### src/rtl/instr_fetch_sequencer_pkg.sv
// Shared definitions for the instruction fetch sequencer: opcode map,
// sequencer states and the branch-condition helper.
package instr_fetch_sequencer_pkg;

  localparam logic [2:0] OP_R   = 3'b000;
  localparam logic [2:0] OP_MFI = 3'b001;
  localparam logic [2:0] OP_MW  = 3'b010;
  localparam logic [2:0] OP_MR  = 3'b011;
  localparam logic [2:0] OP_J   = 3'b100;
  localparam logic [2:0] OP_JCE = 3'b101;
  localparam logic [2:0] OP_MB  = 3'b110;
  localparam logic [2:0] OP_JCN = 3'b111;

  typedef enum logic [1:0] {
    ST_IDLE,
    ST_FETCH,
    ST_DECODE,
    ST_EXEC
  } state_t;

  // NEQ inverts the sense of the equality test for conditional jumps.
  function automatic logic branch_taken(input logic j, input logic jc,
                                        input logic neq, input logic eq);
    return j | (jc & (eq ^ neq));
  endfunction

endpackage

### src/rtl/instr_fetch_sequencer_if.sv
// Instruction-memory and data-memory handshakes seen by the fetch sequencer.
interface instr_fetch_sequencer_if #(
  parameter int ADDR_W = 8
);

  logic              imem_req;
  logic [ADDR_W-1:0] imem_addr;
  logic              imem_ack;
  logic [7:0]        imem_data;
  logic              dmem_req;
  logic              dmem_done;

  modport master (
    output imem_req, imem_addr, dmem_req,
    input  imem_ack, imem_data, dmem_done
  );

  modport slave (
    input  imem_req, imem_addr, dmem_req,
    output imem_ack, imem_data, dmem_done
  );

endinterface

### src/rtl/instr_fetch_sequencer_branch_resolve.sv
// Next-PC selection: jump target when the branch is taken, else sequential
// increment wrapping modulo 2^ADDR_W.
module branch_resolve
  import instr_fetch_sequencer_pkg::*;
#(
  parameter int ADDR_W = 8
) (
  input  logic              i_j,
  input  logic              i_jc,
  input  logic              i_neq,
  input  logic              i_eq_flag,
  input  logic [ADDR_W-1:0] i_pc,
  input  logic [ADDR_W-1:0] i_jump_target,
  output logic [ADDR_W-1:0] o_pc_next
);

  logic w_taken;

  assign w_taken   = branch_taken(i_j, i_jc, i_neq, i_eq_flag);
  assign o_pc_next = w_taken ? i_jump_target : i_pc + ADDR_W'(1);

endmodule

### src/rtl/instr_fetch_sequencer.sv
// Non-pipelined fetch/decode/execute sequencer: fetches into the IR, waits
// for data-memory completion and commits the PC with a one-cycle strobe.
module instr_fetch_sequencer
  import instr_fetch_sequencer_pkg::*;
#(
  parameter int                ADDR_W   = 8,
  parameter logic [ADDR_W-1:0] RESET_PC = '0
) (
  input  logic                     clk,
  input  logic                     reset_n,
  input  logic                     run,
  instr_fetch_sequencer_if.master  bus,
  output logic [7:0]               instr,
  output logic [2:0]               opcode,
  input  logic                     J,
  input  logic                     JC,
  input  logic                     NEQ,
  input  logic                     RM,
  input  logic                     WM,
  input  logic                     eq_flag,
  input  logic [ADDR_W-1:0]        jump_target,
  output logic                     exec_valid,
  output logic [ADDR_W-1:0]        pc,
  output logic                     busy
);

  state_t            r_state;
  state_t            w_state_nxt;
  logic [ADDR_W-1:0] r_pc;
  logic [ADDR_W-1:0] w_pc_nxt;
  logic [7:0]        r_instr;
  logic              w_mem_op;
  logic              w_done;

  branch_resolve #(
    .ADDR_W (ADDR_W)
  ) u_branch_resolve (
    .i_j           (J),
    .i_jc          (JC),
    .i_neq         (NEQ),
    .i_eq_flag     (eq_flag),
    .i_pc          (r_pc),
    .i_jump_target (jump_target),
    .o_pc_next     (w_pc_nxt)
  );

  assign w_mem_op = RM | WM;
  assign w_done   = ~w_mem_op | bus.dmem_done;

  always_comb begin
    w_state_nxt  = r_state;
    bus.imem_req = 1'b0;
    bus.dmem_req = 1'b0;
    exec_valid   = 1'b0;
    case (r_state)
      ST_IDLE: begin
        if (run) w_state_nxt = ST_FETCH;
      end
      ST_FETCH: begin
        bus.imem_req = 1'b1;
        if (bus.imem_ack) w_state_nxt = ST_DECODE;
      end
      ST_DECODE: begin
        w_state_nxt = ST_EXEC;
      end
      ST_EXEC: begin
        bus.dmem_req = w_mem_op & ~bus.dmem_done;
        if (w_done) begin
          exec_valid  = 1'b1;
          w_state_nxt = run ? ST_FETCH : ST_IDLE;
        end
      end
      default: w_state_nxt = ST_IDLE;
    endcase
  end

  always_ff @(posedge clk or negedge reset_n) begin
    if (!reset_n) begin
      r_state <= ST_IDLE;
      r_pc    <= RESET_PC;
      r_instr <= '0;
    end else begin
      r_state <= w_state_nxt;
      if (r_state == ST_FETCH && bus.imem_ack) r_instr <= bus.imem_data;
      if (exec_valid) r_pc <= w_pc_nxt;
    end
  end

  assign bus.imem_addr = r_pc;
  assign instr         = r_instr;
  assign opcode        = r_instr[7:5];
  assign pc            = r_pc;
  assign busy          = (r_state != ST_IDLE);

endmodule
### src/flat_wrapper.sv
// flat-port wrapper written by rule: the top's interface ports become plain ports
module instr_fetch_sequencer_flat import instr_fetch_sequencer_pkg::*;
#(
  parameter int                ADDR_W   = 8,
  parameter logic [ADDR_W-1:0] RESET_PC = '0
)
  (clk, reset_n, run, instr, opcode, J, JC, NEQ, RM, WM, eq_flag, jump_target, exec_valid, pc, busy, bus_imem_req, bus_imem_addr, bus_dmem_req, bus_imem_ack, bus_imem_data, bus_dmem_done);
  instr_fetch_sequencer_if #(.ADDR_W(ADDR_W)) bus_i ();
  input  logic clk;
  input  logic reset_n;
  input  logic run;
  output logic [7:0] instr;
  output logic [2:0] opcode;
  input  logic J;
  input  logic JC;
  input  logic NEQ;
  input  logic RM;
  input  logic WM;
  input  logic eq_flag;
  input  logic [ADDR_W-1:0] jump_target;
  output logic exec_valid;
  output logic [ADDR_W-1:0] pc;
  output logic busy;
  output wire logic [$bits(bus_i.imem_req)-1:0] bus_imem_req;
  output wire logic [$bits(bus_i.imem_addr)-1:0] bus_imem_addr;
  output wire logic [$bits(bus_i.dmem_req)-1:0] bus_dmem_req;
  input wire logic [$bits(bus_i.imem_ack)-1:0] bus_imem_ack;
  input wire logic [$bits(bus_i.imem_data)-1:0] bus_imem_data;
  input wire logic [$bits(bus_i.dmem_done)-1:0] bus_dmem_done;
  assign bus_imem_req = bus_i.imem_req;
  assign bus_imem_addr = bus_i.imem_addr;
  assign bus_dmem_req = bus_i.dmem_req;
  assign bus_i.imem_ack = bus_imem_ack;
  assign bus_i.imem_data = bus_imem_data;
  assign bus_i.dmem_done = bus_dmem_done;
  instr_fetch_sequencer #(.ADDR_W(ADDR_W), .RESET_PC(RESET_PC)) u_core (.clk(clk), .reset_n(reset_n), .run(run), .bus(bus_i), .instr(instr), .opcode(opcode), .J(J), .JC(JC), .NEQ(NEQ), .RM(RM), .WM(WM), .eq_flag(eq_flag), .jump_target(jump_target), .exec_valid(exec_valid), .pc(pc), .busy(busy));
endmodule
### config.mk
export PLATFORM = sky130hd
export DESIGN_NAME = instr_fetch_sequencer_flat
export DESIGN_NICKNAME = d
export VERILOG_FILES = /design/src/rtl/instr_fetch_sequencer_pkg.sv /design/src/rtl/instr_fetch_sequencer_if.sv /design/src/rtl/instr_fetch_sequencer_branch_resolve.sv /design/src/rtl/instr_fetch_sequencer.sv /design/src/flat_wrapper.sv
export SDC_FILE = /design/constraint.sdc
export NUM_CORES = 1
export LEC_CHECK = 0
export BUFFER_PORTS_ARGS = -buffer_cell sky130_fd_sc_hd__clkbuf_2
export CAP_MARGIN = 25
export CORE_MARGIN = 2
export CORE_UTILIZATION = 44
export CTS_CLUSTER_SIZE = 24
export DETAILED_ROUTE_END_ITERATION = 16
export PLACE_DENSITY = 0.79
export SLEW_MARGIN = 40
export SYNTH_ARGS = -nofsm -noshare
export SYNTH_HDL_FRONTEND = slang
export SYNTH_SLANG_ARGS = --single-unit
### constraint.sdc
create_clock -name clk -period 1.4 [get_ports clk]
set_input_delay 0.42 -clock clk [delete_from_list [all_inputs] [get_ports clk]]
set_output_delay 0.42 -clock clk [all_outputs]
set_load 0.02 [all_outputs]
# Word level (Yosys, flattened, before mapping)

Index checks and enable logic that the tools add are counted.
Widths: inputs -> output; s select.

Bits in registers: 18
Memories: 0
Output and inout port bits: 31
Word-level logic and storage cells: 32
Latch bits: 0
Input bits: 27
Memory bits (read-only): 0
Memory bits (writable): 0

Div/mod/pow operators: 0
Shifts and indexed selects: 0
Reductions and logical operators: 4
$lt $le $gt $ge: 0
Eq/ne operators: 6
Mux-type cells: 10
Multipliers: 0
Add/sub/neg operators: 1
Bitwise gates (word level): 8

Operator list:

| cell                | count |
|---|---|
| $add 8x1->8 const B | 1 |
| $mux 8              | 1 |
| $pmux 2 s4          | 1 |
| $mux 2              | 3 |
| $mux 1              | 5 |
| $eq 2x2->1 const B  | 2 |
| $ne 2x2->1 const B  | 2 |
| $or 1x1->1          | 3 |
| $reduce_and 3->1    | 1 |
| $and 1x1->1         | 2 |
| $eq 2x1->1 const B  | 1 |
| $logic_not 2->1     | 1 |
| $ne 2x1->1 const B  | 1 |
| $not 1->1           | 2 |
| $reduce_bool 2->1   | 1 |
| $logic_and 1x1->1   | 1 |
| $xor 1x1->1         | 1 |

# Depth between registers and ports, before layout

Depth after elaboration: 5
Mapped depth: 6
Gate-level depth less buffers: 6

# Cells and area by module

Synthesis repeated with hierarchy kept, for this count alone.

Cells, all modules: 99
Area, all modules: 1154.9 um^2

Modules (own cells, without submodules):

| module                | area each (um^2) | cells each | times used | sequential area each (um^2) |
|---|---|---|---|---|
| instr_fetch_sequencer | 924.6            | 66         | 1          | 450.4 |
| branch_resolve        | 230.2            | 33         | 1          | 0.0 |

# Worst setup path before layout

No wires, ideal clock.

Path kind: reg2out
Start point: register u_core.r_state[0]
End point: output exec_valid
Buffers on the path: 0
Stages on the path, launching flop included: 4
Data required time: 0.980 ns
Arrival time: 1.014 ns
Setup slack: -0.034 ns
Cell sequence: dfrtp_1 -> ha_1 -> nand2_2 -> clkinv_1

Word-level cells in the longest chain between the ends: 2

RTL lines:

| element                | RTL line                    | source |
|---|---|---|
| start, declared        | instr_fetch_sequencer.sv:27 | `state_t r_state;` |
| start signal, assigned | instr_fetch_sequencer.sv:83 | `r_state <= w_state_nxt;` |
| $eq 2x2->1             | instr_fetch_sequencer.sv:55 | `case (r_state)` |
| $mux 1                 | instr_fetch_sequencer.sv:55 |  |
| end, declared          | flat_wrapper.sv:21          | `output logic exec_valid;` |

Every way passes these cells.

# Final worst setup path

Start point: register u_core.r_state[0]
End point: output bus_dmem_req

Word-level cells in the longest chain between the ends: 2

RTL lines:

| element       | RTL line                    | source |
|---|---|---|
| $eq 2x2->1    | instr_fetch_sequencer.sv:55 |  |
| $mux 1        | instr_fetch_sequencer.sv:55 |  |
| end, declared | flat_wrapper.sv:26          | `output wire logic [$bits(bus_i.dmem_req)-1:0] bus_dmem_req;` |

Every way passes these cells.

==> impl.org <==
** Floorplan
- For this design the top-level I/O count stands at 58.
- The core region is 2250 sq um.
- Die span in y :: 53.1 um
- Die outline width :: 53.1 um
- Initial core utilization :: 47.1%
- The floorplan has 17 rows.
- The floorplan step defined a die boundary enclosing 2820 sq um.

** Placement
- Placed Instances :: 180
- At the end of routability-driven placement, the weighted congestion stood at 0.684.
- Once detailed placement completed, the half-perimeter wirelength came to 1870 um.
- Prior to clock tree synthesis, the placed netlist has a worst setup slack of -102 ps.
- Total of buffers placed on input and output ports :: 57

** Cells and area
- Leaving out fill and tap cells, the most frequent cells in the layout are sky130_fd_sc_hd__clkbuf_2, sky130_fd_sc_hd__buf_4, sky130_fd_sc_hd__dfrtp_1, sky130_fd_sc_hd__mux2i_1, sky130_fd_sc_hd__mux2_4.
- The repair_antennas step left the layout with diodes totalling 0.
- The area growth from synthesis to layout is 59.8%.
- The library cell used most frequently in the layout, excluding fill and tap cells, is sky130_fd_sc_hd__clkbuf_2.
- Summing all flip-flop and latch instances after layout gives 457 sq um.
- Layout Cells excl Fill :: 196
- The multi-input combinational cells in the finished layout cover a total of 611 sq um.
- Of the cells placed in the final design, the portion with a size suffix greater than 1 is 66.7%.
- The net count of the finished layout is 201.
- The layout has 168 filler cells.

** Power and ir drop
- Across the VDD grid, the largest voltage drop is 1.95 mV.
- Summed over all cells, the static leakage comes to 0.865 nW.
- Power density of the placed cells :: 2490 nW/um^2
- Overall power after layout :: 4.22 mW

** STA
- Hold is met by 51.2 ps.
- Max_slew headroom :: 67.0%
- Setup violations remaining at the end of the flow were counted as 14.
- The smallest clock period supported by the final layout is computed as 1640 ps.
- Final setup skew :: 2.63 ps
- Setup repair after global routing missed its margin :: yes
- Fmax achieved :: 0.611 GHz
- The number of pins exceeding their max-slew limit in the final report is 0.
- The number of endpoints with negative hold slack in the final report was 0.
- Slack of the critical path :: -238 ps
- Setup TNS after final layout :: -1140 ps
- Actual transition at the worst max-transition pin :: 494 ps
- After layout, the worst path uses 117% of the clock period.

** Synth
- Mean post-synth cell area :: 10.5 sq um
- Multiplexer fraction of the synthesized cell area :: 16.0%
- Sequential elements use 42.5% of the synthesized area.
- Counting every net in the synthesized netlist gives 133.
- Simple logic cell fraction of the synthesized area :: 9.08%
- Of the total synthesized cell area, the portion taken by XOR and XNOR cells is 0.825%.
- Synthesized cell area :: 1060 sq um
- The synthesized netlist devotes 5.90% of its cell area to adder and majority cells.
- Summed over all instances, the cell type with the most area after synthesis is sky130_fd_sc_hd__dfrtp_1.
- By area, the combinational part of the netlist is dominated by multiplexers.
- Summing the areas of all compound-gate instances in the mapped netlist gives 14.4% of the synthesized area.
- In this run, distinct cell masters in the synthesized netlist total 27.
- Flip-flop and latch count after synthesis :: 18
- By area the synthesized netlist is led by sky130_fd_sc_hd__dfrtp_1, sky130_fd_sc_hd__mux2_2, sky130_fd_sc_hd__buf_4.
- In the synthesized netlist, the number of instances is 101.
- Fraction of synthesized cell area taken by the top area cell type :: 42.5%
- During synthesis, Yosys emitted a total of 0 warnings.

** Clocking
- Clock tree synthesis inserted a total of 3 buffers.
- Clock Latency Late Sink :: 300 ps
- The number of hold buffers added after CTS was 0.
- H-Tree Level Count :: 1
- In this run the deepest clock path goes through 2 buffers.
- TritonCTS built the clock tree.
- Total clock sinks :: 18
- Clock transition at the registers of the reported paths :: 110 ps
- Master cell of the clock root buffer :: sky130_fd_sc_hd__clkbuf_4

** Critical path
- Crit path DAT :: 1220 ps
- FF-to-FF path depth :: 7
- STA classifies the critical path endpoint as an output pin.
- The worst register-to-register path begins at u_core.r_state[1]$_DFFE_PN0P_.
- FF-to-FF setup slack :: -160 ps
- The worst setup path is launched from a register.
- Worst EP required :: 980 ps
- Along the worst path, the maximum fanout reaches 4.
- The worst register-to-register path ends at u_core.r_state[0]$_DFFE_PN0P_.
- The critical path in this run is classified as register to output pin.

** Run status
- The flow ran to the end, but the final reports show violations.
- Violated checks :: negative setup slack

** Run
- Max-cap violations :: 0

** Routing
- Dividing the detail-routed wire length by the instance count gives 15.0 um.
- Before antenna repair, the detailed router went through 4 iterations.
- For this block, the initial DRC count from the detailed router was 16.
- The detail route stage leaves a number of antenna-violating nets equal to 0.
- After detailed routing, the number of remaining DRC violations is 0.
- Using the TritonRoute via totals, the vias-per-cell ratio works out to 5.26.
- Summed over all layers, the routed wires come to 2930 um.
- The routed layout has 1031 vias.

** Global route
- First-pass GRT wire length :: 4300 um
- The number of antenna violations at the first check in global routing is 0.
- For this run the aggregate overflow at the end of global routing stands at 0.
- Via count of the first global-routing pass :: 1031
- Maximum number of pins on one net before global-route repair :: 19
- Global routing consumed, over all layers together, 21.1% of the routing resources.

** Min path
- The path class of the tightest hold or removal check is primary input to asynchronous set/reset pin.
synth_stat cells:
library cell                count
sky130_fd_sc_hd__o21bai_1       1
sky130_fd_sc_hd__mux2_2         8
sky130_fd_sc_hd__and3_1         3
sky130_fd_sc_hd__a22oi_1        1
sky130_fd_sc_hd__nand3_1        4
sky130_fd_sc_hd__clkinv_1       1
sky130_fd_sc_hd__and4_1         1
sky130_fd_sc_hd__a2bb2oi_1      3
sky130_fd_sc_hd__nand2_1        7
sky130_fd_sc_hd__o21ai_0        6
sky130_fd_sc_hd__nand2b_1       1
sky130_fd_sc_hd__o22a_1         1
sky130_fd_sc_hd__buf_4         11
sky130_fd_sc_hd__nor2b_1        1
sky130_fd_sc_hd__mux2i_1        8
sky130_fd_sc_hd__a21oi_2        1
sky130_fd_sc_hd__xor2_1         1
sky130_fd_sc_hd__a21oi_1        7
sky130_fd_sc_hd__nand2_2        1
sky130_fd_sc_hd__o2bb2ai_1      1
sky130_fd_sc_hd__dfrtp_1       18
sky130_fd_sc_hd__nor2_1         1
sky130_fd_sc_hd__o221a_2        1
sky130_fd_sc_hd__ha_1           5
sky130_fd_sc_hd__buf_6          1
sky130_fd_sc_hd__a21o_2         1
sky130_fd_sc_hd__inv_1          6
layout make-up:
class,instances,area share (%)
tap,28,2.07
sequential,18,26.9
inverter,7,2.14
timing repair buffer,75,30.7
clock buffer,4,2.14
multi-input combinational,64,36.0
worst max-delay path, cell delays in order (launching register included):
cell and delay (ps):
sky130_fd_sc_hd__dfrtp_2 480, sky130_fd_sc_hd__ha_4 200, sky130_fd_sc_hd__inv_4 60, sky130_fd_sc_hd__nor2_4 30
sky130_fd_sc_hd__buf_6 140
logic make-up (layout without fill, tap and decap cells):
logic type / after synthesis / after routing
AO/OA/AOI/OAI: 23 / 23
XOR/XNOR: 1 / 1
adder cells (fa/ha/maj): 5 / 5
buffers and inverters: 19 / 86
flip-flops: 18 / 18
multiplexers: 16 / 16
AND/OR/NAND/NOR: 19 / 19
power by group:
group / total, mW / switching [mW] / internal [mW]
sequential: 1.08 / 0.279 / 0.798
combinational: 2.81 / 1.43 / 1.38
clock: 0.334 / 0.175 / 0.159
total: 4.22 / 1.88 / 2.34
registers in the layout, summed over array words and instances, names as in the netlist:
register / flops
u_core.bus.imem_addr: 8
u_core.instr: 8
u_core.r_state: 2
worst max path at each step:
stage	startpoint	endpoint	slack [ps]	cells past startpoint
2_1_floorplan	u_core.bus.imem_addr[0]$_DFFE_PN0P_	u_core.bus.imem_addr[6]$_DFFE_PN0P_	50	5
3_3_place_gp	WM	exec_valid	-70	5
3_5_place_dp	NEQ	u_core.bus.imem_addr[4]$_DFFE_PN0P_	-100	6
4_1_cts	u_core.r_state[0]$_DFFE_PN0P_	exec_valid	-250	4
5_1_grt	WM	exec_valid	-270	5
6_report	u_core.r_state[0]$_DFFE_PN0P_	bus_dmem_req	-240	4
through the flow:
stage / area [sq um] / util [%]
2_1_floorplan: 1060 / -
3_3_place_gp: 1350 / 59.8
3_5_place_dp: 1350 / 59.8
4_1_cts: 1580 / 69.9
5_1_grt: 1700 / 75.2
6_report: 1700 / 75.2
per-layer routing:
layer / track usage, % / vias to the layer above / routed length [um]
met4: 6.84 / 0 / 29
met2: 41.3 / 49 / 1550
met1: 22.4 / 498 / 1160
met3: 3.39 / 4 / 192
met5: 0 / - / 0
li1: - / 480 / -
timing repair:
action,4_1_cts,5_1_grt
cloned,0,0
resized for setup,31,39
pin swaps,3,3
setup buffers,9,3
setup endpoints to repair,10,25
Power figures use the tool's default switching activity.
